**src/rtl/r2mdc_stage_ctrl.sv**
```systemverilog
// r2mdc_stage_ctrl: delay-line and commutator sequencing for one radix-2 MDC FFT stage
module r2mdc_stage_ctrl #(
  parameter int DELAY_CYCLES = 16,
  parameter int NUM_INPUTS_PER_PATH = 32
) (
  input  logic       CLK,
  input  logic       RST,
  input  logic       start,
  input  logic       in_valid,
  output logic [4:0] pair_cnt,
  output logic       wr_en,
  output logic [4:0] wr_addr,
  output logic       rd_en,
  output logic [4:0] rd_addr,
  output logic       cm_swap,
  output logic       out_valid,
  output logic       busy,
  output logic       done
);
  localparam logic [4:0] DL = 5'(DELAY_CYCLES - 1);
  localparam logic [4:0] NL = 5'(NUM_INPUTS_PER_PATH - 1);
  typedef enum logic [2:0] {IDLE, FILL, RUN, DRAIN, DONE} state_t;
  state_t state, state_nxt;
  logic [4:0] wr_cnt, rd_cnt, swp_cnt;
  assign wr_en = in_valid && (state == FILL || state == RUN);
  assign rd_en = (state == RUN && in_valid) || state == DRAIN;
  assign wr_addr = wr_cnt;
  assign pair_cnt = wr_cnt;
  assign rd_addr = rd_cnt;
  assign busy = state != IDLE;
  assign done = state == DONE;
  always_comb begin
    state_nxt = state;
    case (state)
      IDLE:    state_nxt = start ? FILL : IDLE;
      FILL:    if (wr_en && wr_cnt == DL) state_nxt = (DELAY_CYCLES == NUM_INPUTS_PER_PATH) ? DRAIN : RUN;
      RUN:     if (wr_en && wr_cnt == NL) state_nxt = DRAIN;
      DRAIN:   if (rd_cnt == NL) state_nxt = DONE;
      default: state_nxt = IDLE;
    endcase
  end
  // counters saturate at N-1 so the terminal index is held, never wrapped, within a frame
  always_ff @(posedge CLK) begin
    if (RST) begin
      state <= IDLE;
      wr_cnt <= '0;
      rd_cnt <= '0;
      swp_cnt <= '0;
      cm_swap <= 1'b0;
      out_valid <= 1'b0;
    end else begin
      state <= state_nxt;
      out_valid <= rd_en;
      if (state == IDLE && start) begin
        wr_cnt <= '0;
        rd_cnt <= '0;
        swp_cnt <= '0;
        cm_swap <= 1'b0;
      end
      if (wr_en && wr_cnt != NL) wr_cnt <= wr_cnt + 5'd1;
      if (rd_en) begin
        if (rd_cnt != NL) rd_cnt <= rd_cnt + 5'd1;
        swp_cnt <= (swp_cnt == DL) ? '0 : swp_cnt + 5'd1;
        if (swp_cnt == DL) cm_swap <= ~cm_swap;
      end
    end
  end
endmodule
```
**config.mk**
```make
export PLATFORM = sky130hd
export DESIGN_NAME = r2mdc_stage_ctrl
export DESIGN_NICKNAME = d
export VERILOG_FILES = /design/src/rtl/r2mdc_stage_ctrl.sv
export SDC_FILE = /design/constraint.sdc
export NUM_CORES = 1
export LEC_CHECK = 0
export ABC_AREA = 1
export BUFFER_PORTS_ARGS = -buffer_cell sky130_fd_sc_hd__buf_2
export CAP_MARGIN = 20
export CORE_MARGIN = 2
export CORE_UTILIZATION = 53
export DETAILED_ROUTE_END_ITERATION = 7
export PLACE_DENSITY = 0.86
export SKIP_CTS_REPAIR_TIMING = 1
export SYNTH_ARGS = -nofsm -noshare
export SYNTH_HDL_FRONTEND = slang
export SYNTH_SLANG_ARGS = --single-unit
```
**constraint.sdc**
```tcl
create_clock -name CLK -period 1.6 [get_ports CLK]
set_clock_uncertainty 0.05 [all_clocks]
set_input_delay 0.16 -clock CLK [delete_from_list [all_inputs] [get_ports CLK]]
set_output_delay 0.16 -clock CLK [all_outputs]
set_load 0.005 [all_outputs]
```
After elaboration in Yosys (flattened, before gate mapping)
Cells that the tools add are included.
- add/sub/neg operators: 3
- equality and inequality tests: 13
- mux-type cells: 15
- bitwise logic cells: 1
- reduce and logical (&&, ||, !) cells: 13
- operator list (kind ; count):
    5-bit two-way mux ; 7
    5-bit by 1-bit adder with 5-bit output, second input constant ; 3
    3-bit one-hot mux with 4 select lines ; 1
    5-bit by 4-bit equality test with 1-bit output, second input constant ; 2
    5-bit equality test, second input constant ; 2
    5-bit != test, second input constant ; 2
    3-bit two-way mux ; 3
    3-bit by 2-bit equality test with 1-bit output, second input constant ; 2
    1-bit logical AND ; 6
    2-bit by 1-bit != test with 1-bit output, second input constant ; 3
    1-bit two-way mux ; 4
    2-bit nonzero test ; 2
    3-bit by 1-bit equality test with 1-bit output, second input constant ; 1
    3-bit equality test, second input constant ; 1
    3-bit logical NOT ; 1
    3-bit AND reduction ; 1
    3-bit nonzero test ; 1
    1-bit logical OR ; 2
    1-bit inverter ; 1
- register bits after elaboration: 20
- input port bits: 4
- output and inout bits: 21
- logic and storage cells: 51

Depth between registers and ports, before layout
- depth in word-level cells: 6
- gate-level depth with buffers: 9
- mapped depth without buffers: 9

Least setup slack after synthesis
OpenSTA, ideal clock, no wires.
- path kind: register to register
- start point: register wr_cnt[0] (netlist: pair_cnt[0])
- end point: register wr_cnt[0] (netlist: pair_cnt[0])
- library setup time: 114 ps
- data arrival time: 1300 ps
- data required time: 1436 ps
- slack: 137 ps
- cell stages (with the launch flop): 9
- path buffers: 0
- clock period less this slack: 1463 ps
- cell sequence: dfxtp_1 ha_1 nand2_1 nor2_1 ha_1 inv_1 nand3_4 a21oi_1 nor2_1
- cells in the longest elaborated chain, start to end: 3
- elaborated cells on any way between the ends: 5
- classes of those cells: 1 x add/sub; 1 x eq/ne; 1 x mux; 2 x reduce/logical
- RTL lines (element ; line ; source):
    start, declared ; 24 ; logic [4:0] wr_cnt, rd_cnt, swp_cnt;
    start signal, assigned ; 60 ; if (wr_en && wr_cnt != NL) wr_cnt <= wr_cnt + 5'd1;
    parallel branches: the longest is 3 deep, another holds 5-bit by 1-bit adder with 5-bit output ; n/a ;
Several ways; the timed one is not identified.
A chain may end at the register's enable or synchronous reset.

Final worst setup path
- start point: register state[0]
- end point: output port wr_en
- cells in the longest elaborated chain, start to end: 3
- elaborated cells on any way between the ends: 4
- classes of those cells: 2 x eq/ne; 2 x reduce/logical
- RTL lines (element ; line ; source):
    start, declared ; 23 ; state_t state, state_nxt;
    start signal, assigned ; 52 ; state <= state_nxt;
    3-bit by 1-bit equality test with 1-bit output / 3-bit by 2-bit equality test with 1-bit output (equally long branches) ; 25 ; assign wr_en = in_valid && (state == FILL || state == RUN);
    1-bit logical OR * ; 25 ;
    1-bit logical AND * ; 25 ;
    end, declared ; 11 ; output logic wr_en,
Mark *: on every way between the ends. The rest lies on a longest branch, timed or not.

==> reports/summary.txt <==
Routed Antenna Nets: 0
Clock Power Share: 18.9%
Fraction of layout cells with a size suffix above 1: 42.2%
Rel. slew slack: 77.5%
Crit end category: primary output
FF-to-FF End: state[1]
Post-route DRC violation count: 0
Setup TNS: 0 ns
Seq/Total Area, Yosys: 34.1%
Final Power: 0.00163 W
Post-synthesis compound-gate area fraction: 12.2%
Worst reg-to-reg path cell count: 9
DRT iter0 DRCs: 17
Ys async rst share: 0%
Post-Syn Instances: 151
Synth area leader: dfxtp_1
Final Cell Area: 1400 sq um
Detailed Route WL: 2.55 mm
Leakage: 0.623 nW
Largest family of logic cells by synthesized area: simple AND/OR/NAND/NOR gates
Period utilization: 94.9%
Comb power frac: 43.4%
Hold Path Stages: 2
Pwr dens: 1170 nW/um^2
FF-to-FF Start: pair_cnt[0]
Filler cell count: 193
Top cell type's share of synthesized area: 34.1%
Yosys warnings: 0
Ant. Diodes: 0
Internal Power: 0.000974 W
Detailed Place HPWL: 1.89 mm
Clk root buf: clkbuf_4
Initial antenna violation count: 0
Core Rows: 17
Sink Count: 20
Multiplexer share of the synthesized area: 0%
Die width: 51.1 microns
Post-Syn Area: 1170 sq um
HP Class: in2reg
Number of port buffers: 24
Switching portion of total power: 40.4%
Final setup viols: 0
Synth Area in Simple Gates: 36.4%
VDD IR max: 0.762 mV
Vias: 1123
Hold_sp: RST
Post-layout net count: 191
CP startpoint kind: flop
Crit-path max FO: 6
CTS tree: built
First-pass GRT wire length: 4.16 mm
Vias in the first global route: 989
Hold path endpoint: cm_swap
Post-synth EDFFs: 0
Core Region: 2150 sq um
Worst EP required: 1.39 ns
Slew at the pin closest to its max-slew limit: 0.334 ns
Net switching power: 0.000659 W
Die Ht: 51.1 microns
Largest net degree at the start of global routing: 17
Initial Util: 54.6%
CTS buffer count: 3
Seq cells post-synth: 20
Vias per cell: 5.40
Min Tclk post-route: 1.52 ns
Clk_lat worst skew: 0.31 ns
Syn Nets: 161
Status: finished clean
Number of max-cap violations: 0
Ranking of synthesized cells by area: dfxtp_1 34%, nand2_1 8.0%, a21oi_1 6.4%
R2r setup slk: 0.13 ns
Most used flip-flop cell after synthesis: dfxtp_1
Synthesized area per cell: 7.77 sq um
RSZ-0062 raised after global routing: false
Final Wtd Congestion: 0.792
Drt pass-1 iters: 4
Final slew viol count: 0
# IOs: 25
Placed cell area: 1310 sq um
Clk pin slew, worst setup/hold paths: 0.12 ns
Post-Synth Adder-Cell Area: 6.40%
Worst EP arrival: 1.31 ns
Most frequent cells in the layout: 24 x nand2_1, 24 x buf_2, 17 x dfxtp_1, 15 x a21oi_1, 11 x nand4_1
CTS max path bufs: 2
Kind of critical path: reg2out
Synth-to-layout area growth: 19.3%
WL/cell: 12.2 microns
H-tree lvl count: 1
FMAX: 658 MHz
Final hold viol count: 0
Sequential share of power: 37.7%
Total congestion overflow: 0
Die area: 2610 sq um
Synth Area in XOR/XNOR: 0%
Overall Global Routing Usage: 21.2%
Synth unique cells: 27
-- sequential cells by signal, summed over array words and instances, names as in the netlist --
| signal | flops |
|---|---|
| cm_swap | 1 |
| rd_addr | 5 |
| out_valid | 1 |
| state | 3 |
| swp_cnt | 5 |
| pair_cnt | 5 |
-- stage by stage --
stage	hold WS, ns	setup WS [ns]	instances	utilization [%]
2_1_floorplan	0.367	0.137	151	-
3_3_place_gp	0.380	0.101	200	61.0
3_5_place_dp	0.381	0.0590	200	61.0
4_1_cts	0.150	0.0371	204	62.7
5_1_grt	0.156	0.00219	208	65.2
6_report	0.143	0.0813	208	65.2
-- per-layer routing --
layer	vias to the layer above	wire length (microns)	GRT usage [%]	share of wire (%)
li1	568	-	-	-
met3	5	76	3.51	3.0
met2	22	1400	40.7	55
met1	528	1030	22.7	41
met5	-	0	0	0
met4	0	39	8.11	1.5
-- area by class of cell --
| class | instances | area [sq um] | share of cell area (%) |
|---|---|---|---|
| Tap cell | 28 | 35.0 | 2.50 |
| Timing Repair Buffer | 34 | 195 | 13.9 |
| Sequential cell | 20 | 404 | 28.9 |
| Clock buffer | 4 | 36.3 | 2.59 |
| Inverter | 16 | 65.1 | 4.65 |
| Multi-Input combinational cell | 106 | 664 | 47.5 |
-- synthesized netlist by cell type, types with 2 or more instances --
cell	number
nand3_2	7
clkbuf_1	2
nand4_1	11
nor2_1	11
nor3_1	2
nand2_4	2
o21ai_2	2
a21oi_1	15
ha_1	6
inv_1	11
buf_4	6
o21ai_1	4
nor2_2	2
nand3_1	8
dfxtp_1	20
inv_2	4
nand2_1	25
nand2_2	4
-- kinds of logic (layout without fill, tap and decap cells) --
logic type | after synthesis | count (layout)
flops | 20 | 20
compound gates | 24 | 24
simple gates | 76 | 76
buf+inv | 25 | 54
fa+ha+maj | 6 | 6
-- power by group through the flow --
stage	sequential, W	combinational [W]	clock [W]
2_1_floorplan	0.000626	0.000476	0
3_3_place_gp	0.000616	0.000627	0
3_5_place_dp	0.000618	0.000654	0
4_1_cts	0.000608	0.000657	0.000306
5_1_grt	0.000623	0.000789	0.000331
6_report	0.000616	0.000710	0.000308
-- critical path, cell delays in order (launching register included) --
cell and delay (ns):
dfxtp_1 0.39, inv_2 0.16, nand3_2 0.17, a21oi_1 0.15
buf_2 0.12
-- how the worst max path moves through the flow --
stage	startpoint	end	slack [ns]	depth (start not counted)
5_1_grt	state[0]	wr_en	0.002	4
3_3_place_gp	pair_cnt[0]	pair_cnt[0]	0.10	8
6_report	state[0]	wr_en	0.08	4
3_5_place_dp	pair_cnt[0]	pair_cnt[0]	0.06	8
4_1_cts	pair_cnt[0]	pair_cnt[0]	0.04	8
2_1_floorplan	pair_cnt[0]	pair_cnt[0]	0.14	8
Power figures use the tool's default switching activity.
